`config.mk`:
```
export PLATFORM = sky130hd
export DESIGN_NAME = fft_radix2_core
export DESIGN_NICKNAME = d
export VERILOG_FILES = /design/src/rtl/fft_radix2_core.sv
export SDC_FILE = /design/constraint.sdc
export NUM_CORES = 2
export LEC_CHECK = 0
export ABC_AREA = 1
export CORE_MARGIN = 8
export CORE_UTILIZATION = 60
export CTS_CLUSTER_SIZE = 40
export DETAILED_ROUTE_END_ITERATION = 6
export PLACE_DENSITY = 0.9
export SETUP_SLACK_MARGIN = 0.05
export SLEW_MARGIN = 10
export SYNTH_ARGS = -nofsm -noshare
export SYNTH_HDL_FRONTEND = slang
export SYNTH_SLANG_ARGS = --single-unit
export TNS_END_PERCENT = 20
```
`constraint.sdc`:
```
create_clock -name clk -period 14.63 [get_ports clk]
set_clock_uncertainty 0.05 [all_clocks]
set_input_delay 2.926 -clock clk [delete_from_list [all_inputs] [get_ports clk]]
set_output_delay 2.926 -clock clk [all_outputs]
set_load 0.01 [all_outputs]
```
`src/rtl/fft_radix2_core.sv`:
```
// fft_radix2_core: iterative radix-2 DIT FFT; bit-reversed serial load, one in-place butterfly per cycle, natural-order output.
// Define FFT_ROUND_EN to round twiddle products half up (default: floor truncation).
`ifndef FFT_LEN
`define FFT_LEN 8
`endif
`ifndef STG_NUM
`define STG_NUM 3
`endif
`ifndef STG_WID
`define STG_WID 2
`endif
`ifndef WN_WID
`define WN_WID 10
`endif
`ifndef DATA_WID
`define DATA_WID 8
`endif

module fft_radix2_core (
    input  logic                                 clk,
    input  logic                                 rst_n,
    input  logic                                 start_i,
    input  logic                                 din_vld_i,
    input  logic signed [`DATA_WID-1:0]          din_re_i,
    input  logic signed [`DATA_WID-1:0]          din_im_i,
    output logic [`STG_WID-1:0]                  stage_o,
    input  logic [`FFT_LEN/2*`WN_WID-1:0]        fft_wn_re_i,
    input  logic [`FFT_LEN/2*`WN_WID-1:0]        fft_wn_im_i,
    output logic                                 dout_vld_o,
    output logic signed [`DATA_WID+`STG_NUM-1:0] dout_re_o,
    output logic signed [`DATA_WID+`STG_NUM-1:0] dout_im_o,
    output logic [`STG_NUM-1:0]                  dout_idx_o,
    output logic                                 busy_o,
    output logic                                 done_o
);
    localparam int N  = `FFT_LEN;
    localparam int SN = `STG_NUM;
    localparam int SW = `STG_WID;
    localparam int WW = `WN_WID;
    localparam int OW = `DATA_WID + `STG_NUM;
    localparam int PW = OW + WW + 1;
    localparam int BW = SN - 1;
    localparam logic [1:0] S_IDLE = 2'd0;
    localparam logic [1:0] S_LOAD = 2'd1;
    localparam logic [1:0] S_CALC = 2'd2;
    localparam logic [1:0] S_OUT  = 2'd3;
`ifdef FFT_ROUND_EN
    localparam logic signed [PW-1:0] RND = PW'(128);
`else
    localparam logic signed [PW-1:0] RND = '0;
`endif

    logic [1:0]           r_state;
    logic [SN-1:0]        r_cnt;
    logic [SW-1:0]        r_stg;
    logic                 r_done;
    logic signed [OW-1:0] r_re [N];
    logic signed [OW-1:0] r_im [N];

    logic [BW-1:0]        w_b;
    logic [SN-1:0]        w_bx, w_half, w_top, w_bot;
    logic signed [WW-1:0] w_wr, w_wi;
    logic signed [OW-1:0] w_a_re, w_a_im, w_b_re, w_b_im, w_t_re, w_t_im;
    logic signed [PW-1:0] w_p_re, w_p_im;

    function automatic logic [SN-1:0] bitrev(input logic [SN-1:0] v);
        for (int i = 0; i < SN; i++) bitrev[i] = v[SN-1-i];
    endfunction

    // Butterfly addressing: top index inserts a zero at bit s of b, bot sets it.
    always_comb begin
        w_b    = r_cnt[BW-1:0];
        w_bx   = {1'b0, w_b};
        w_half = SN'(1) << r_stg;
        w_top  = (((w_bx >> r_stg) << r_stg) << 1) | (w_bx & (w_half - SN'(1)));
        w_bot  = w_top | w_half;
        w_wr   = $signed(fft_wn_re_i[w_b*WW +: WW]);
        w_wi   = $signed(fft_wn_im_i[w_b*WW +: WW]);
        w_a_re = r_re[w_top];
        w_a_im = r_im[w_top];
        w_b_re = r_re[w_bot];
        w_b_im = r_im[w_bot];
        w_p_re = PW'(w_b_re) * PW'(w_wr) - PW'(w_b_im) * PW'(w_wi) + RND;
        w_p_im = PW'(w_b_re) * PW'(w_wi) + PW'(w_b_im) * PW'(w_wr) + RND;
        w_t_re = OW'(w_p_re >>> 8);
        w_t_im = OW'(w_p_im >>> 8);
    end

    always_ff @(posedge clk) begin
        if (!rst_n) begin
            r_state <= S_IDLE;
            r_cnt   <= '0;
            r_stg   <= '0;
            r_done  <= 1'b0;
            for (int i = 0; i < N; i++) begin
                r_re[i] <= '0;
                r_im[i] <= '0;
            end
        end else begin
            r_done <= 1'b0;
            case (r_state)
                S_IDLE: if (start_i) begin
                    r_state <= S_LOAD;
                    r_cnt   <= '0;
                end
                S_LOAD: if (din_vld_i) begin
                    r_re[bitrev(r_cnt)] <= OW'(din_re_i);
                    r_im[bitrev(r_cnt)] <= OW'(din_im_i);
                    r_cnt               <= r_cnt + SN'(1);
                    if (r_cnt == SN'(N - 1)) r_state <= S_CALC;
                end
                S_CALC: begin
                    r_re[w_top] <= w_a_re + w_t_re;
                    r_im[w_top] <= w_a_im + w_t_im;
                    r_re[w_bot] <= w_a_re - w_t_re;
                    r_im[w_bot] <= w_a_im - w_t_im;
                    if (&w_b) begin
                        r_cnt <= '0;
                        r_stg <= r_stg + SW'(1);
                        if (r_stg == SW'(SN - 1)) begin
                            r_state <= S_OUT;
                            r_stg   <= '0;
                        end
                    end else begin
                        r_cnt <= r_cnt + SN'(1);
                    end
                end
                default: begin
                    r_cnt <= r_cnt + SN'(1);
                    if (r_cnt == SN'(N - 1)) begin
                        r_state <= S_IDLE;
                        r_done  <= 1'b1;
                    end
                end
            endcase
        end
    end

    always_comb begin
        stage_o    = (r_state == S_CALC) ? r_stg : '0;
        dout_vld_o = r_state == S_OUT;
        dout_re_o  = dout_vld_o ? r_re[r_cnt] : '0;
        dout_im_o  = dout_vld_o ? r_im[r_cnt] : '0;
        dout_idx_o = dout_vld_o ? r_cnt : '0;
        busy_o     = r_state != S_IDLE;
        done_o     = r_done;
    end
endmodule
```
==> metrics.md <==
| Metric | Value |
|---|---|
| Number of global-route vias before repair | 29530 |
| Number of max-cap violations | 0 |
| # clock sinks | 187 |
| Die area | 58280 sq um |
| Worst Setup End Kind | register |
| ANT nets after route | 0 |
| Routed vias/inst | 6.286 |
| Initial antenna violation count | 2 |
| Seq/Total Area, Yosys | 0.1806 |
| Largest net degree at the start of global routing | 160 |
| NumNets Final | 4648 |
| Top cell by count, worst path | nand2_1 |
| Core ar. | 50170 sq um |
| Commonest non-fill, non-tap cells in the layout | inv_1, nand2_1, fa_1 |
| First-pass GRT wire length | 159.5 mm |
| Longest Clk Path Bufs | 2 |
| Gr ovfl total | 0 |
| Chip Width | 241.4 um |
| Row cnt | 82 |
| Critical path class | register to register |
| TritonCTS clock tree | done |
| I/O pin total | 130 |
| Worst path arrival time | 12.88 ns |
| H-tree depth | 4 |
| Ys flop type | edfxtp_1 |
| Final min period | 12.71 ns |
| Tightest Hold Check Type | register to register |
| Critical R2R Capture | r_re[6][10] |
| Clk root buf | clkbuf_16 |
| Fillers | 3853 |
| R2r setup slk | 1.92 ns |
| Clock transition at path regs | 0.07 ns |
| CP Max Fanout | 37 |
| Multi-input gate area | 21170 sq um |
| Inserted Clock Buffers | 17 |
| Tcrit/Tclk final | 0.8691 |
| Syn Nets | 4655 |
| RSZ-0062 raised after global routing | false |
| Synthesized area per cell | 7.741 sq um |
| Area occupied by registers | 5510 sq um |
| YS warnings | 0 |
| Worst hold stages | 2 |
| Layout cells sized above 1 | 0.03955 |
| Synth Cell Area | 30480 sq um |
| Yosys cell types | 53 |
| Clock latency on the worst-skew pair | 0.47 ns |
| Most common cell after layout, fill and taps aside | inv_1 |
| Wirelength per Cell | 22.49 um |
| Status | complete, but fails checks |
| Startpoint types | register |
| Fmax | 0.07865 GHz |
| Failing checks | design-rule violations |
| Setup Buffers After CTS | 0 |
| Yosys reg bits | 187 |
| Worst slew pin tran | 1.306 ns |
| HPWL after DPL | 74.67 mm |
| Mapped Cells | 3938 |
| P&R area growth vs syn | 7.540% |
| Max_slew headroom | 0.1283 |
| EDFF count, synth | 176 |
| 1st-iter DRT viols | 4618 |
| Post-cts resize count | 0 |
| Routed Wire Length | 103.9 mm |
| Die H | 241.4 um |
| Initial Util | 0.6076 |
| Cell count of the worst reg-to-reg path | 47 |
| Setup TNS Final | 0 ns |
| Slowest stage cell on the critical path | dfxtp_1 |
| Data required time of the worst path | 14.80 ns |
| Hold buffer count at CTS | 0 |
| R2R Path Start | r_cnt[1] |
| DR pass1 iterations | 7 |
| Ys async rst share | 0 |
| GP Congestion | 1.026 |
| DRC violations left | 20 |
| Final hold violations | 0 |
| GRT Total Usage | 0.3557 |
| Crit path from | r_cnt[1] |
| CP Capture Point | r_re[6][10] |
| Number of port buffers | 129 |
| Max stage delay on crit path | 0.68 ns |
| Vias | 29030 |
| Pins Over Slew Limit | 0 |
| # setup viols final | 0 |
==> worst min path at each step <==
stage,startpoint,slack (ns),end
floorplan,r_state[1],0.44,r_state[1]
global placement,r_state[1],0.46,r_state[1]
detailed placement,r_state[1],0.48,r_state[1]
CTS,r_state[1],0.49,r_state[1]
global route,r_state[1],0.51,r_state[1]
finish,r_state[0],0.49,r_state[0]
==> worst max-delay path: cells and delay by family, from the launching register on <==
kind,cells,cell delay (ns)
flip-flops,1,0.68
XOR/XNOR,1,0.20
adder cells (fa/ha/maj),9,4.12
buffers and inverters,11,2.08
AO/OA/AOI/OAI,5,1.42
AND/OR/NAND/NOR,21,3.87
==> Yosys cell counts (2+ instances only) <==
| library cell | count | area (sq um) |
|---|---|---|
| inv_1 | 782 | 2935 |
| nand2_1 | 754 | 2830 |
| fa_1 | 424 | 8488 |
| nor2_1 | 359 | 1348 |
| o21ai_0 | 289 | 1446 |
| ha_1 | 193 | 2415 |
| edfxtp_1 | 176 | 5285 |
| a21oi_1 | 158 | 790.8 |
| clkbuf_1 | 150 | 563.0 |
| o22ai_1 | 147 | 919.6 |
| nand3_1 | 125 | 625.6 |
| o211ai_1 | 54 | 405.4 |
| xor2_1 | 45 | 394.1 |
| or2_2 | 36 | 225.2 |
| a22oi_1 | 28 | 210.2 |
| a31oi_1 | 25 | 156.4 |
| buf_1 | 22 | 82.58 |
| xnor2_1 | 16 | 140.1 |
| a32oi_1 | 13 | 113.9 |
| buf_2 | 13 | 65.06 |
| clkinv_1 | 13 | 48.80 |
| dfxtp_1 | 11 | 220.2 |
| o21ai_1 | 11 | 55.05 |
| nand2_2 | 10 | 62.56 |
| inv_2 | 9 | 33.78 |
| nand3b_1 | 8 | 60.06 |
| buf_4 | 6 | 45.04 |
| buf_6 | 5 | 56.30 |
| o21bai_1 | 5 | 37.54 |
| a211oi_1 | 4 | 30.03 |
| a21o_1 | 4 | 30.03 |
| mux2i_1 | 4 | 40.04 |
| nor2_4 | 4 | 45.04 |
| nor3_1 | 4 | 20.02 |
| inv_4 | 3 | 18.77 |
| nand4_1 | 3 | 18.77 |
| nor2_2 | 3 | 18.77 |
| o31ai_1 | 3 | 22.52 |
| a21boi_0 | 2 | 15.01 |
| nor4_1 | 2 | 12.51 |
| o21a_1 | 2 | 15.01 |
| or2_1 | 2 | 12.51 |
==> layer usage <==
layer,global-route usage,wire (um),vias up,share of wire
met5,0.004205,13,-,0.00013
met1,0.4123,32670,13290,0.31
met2,0.5577,45830,2592,0.44
met3,0.1339,17330,736,0.17
li1,-,-,12410,-
met4,0.2171,8018,2,0.077
==> stage by stage <==
stage / worst slack, ns / hold slack, ns / utilization / instance area, sq um / instances
final: 1.915 / 0.4938 / 0.6534 / 32780 / 4618
after global routing: 1.580 / 0.5083 / 0.6533 / 32780 / 4616
after global placement: 2.437 / 0.4635 / 0.6413 / 32170 / 4584
after floorplan: 3.447 / 0.4397 / - / 30480 / 3938
after detailed placement: 2.054 / 0.4848 / 0.6413 / 32170 / 4584
after CTS: 2.338 / 0.4946 / 0.6533 / 32780 / 4616
==> cell families after synthesis <==
family / count (synthesis) / synth area share
buf+inv: 1003 / 0.1263
mux: 4 / 0.001313
flops: 187 / 0.1806
fa+ha+maj: 617 / 0.3577
simple gates: 1316 / 0.1755
xor+xnor: 61 / 0.01753
compound gates: 750 / 0.1412
==> cell type report <==
type                       instances  area share
clock buffer                      18     0.01309
timing repair buffer             170     0.04916
inverter                         807     0.09267
clock inverter                    14    0.005343
multi-input combinational       2748      0.6459
antenna                            2   0.0001527
tap                              672     0.02565
sequential                       187      0.1681
==> sequential cells by signal (all words and copies together), names as in the netlist, named ones only <==
| signal | cells |
|---|---|
| done_o | 1 |
| r_cnt | 3 |
| r_im | 88 |
| r_re | 88 |
| r_state | 2 |
| r_stg | 2 |
Power is left out: the tool's default activity adds up to more than one toggle a clock period on the data nets, which glitch-free logic cannot reach.
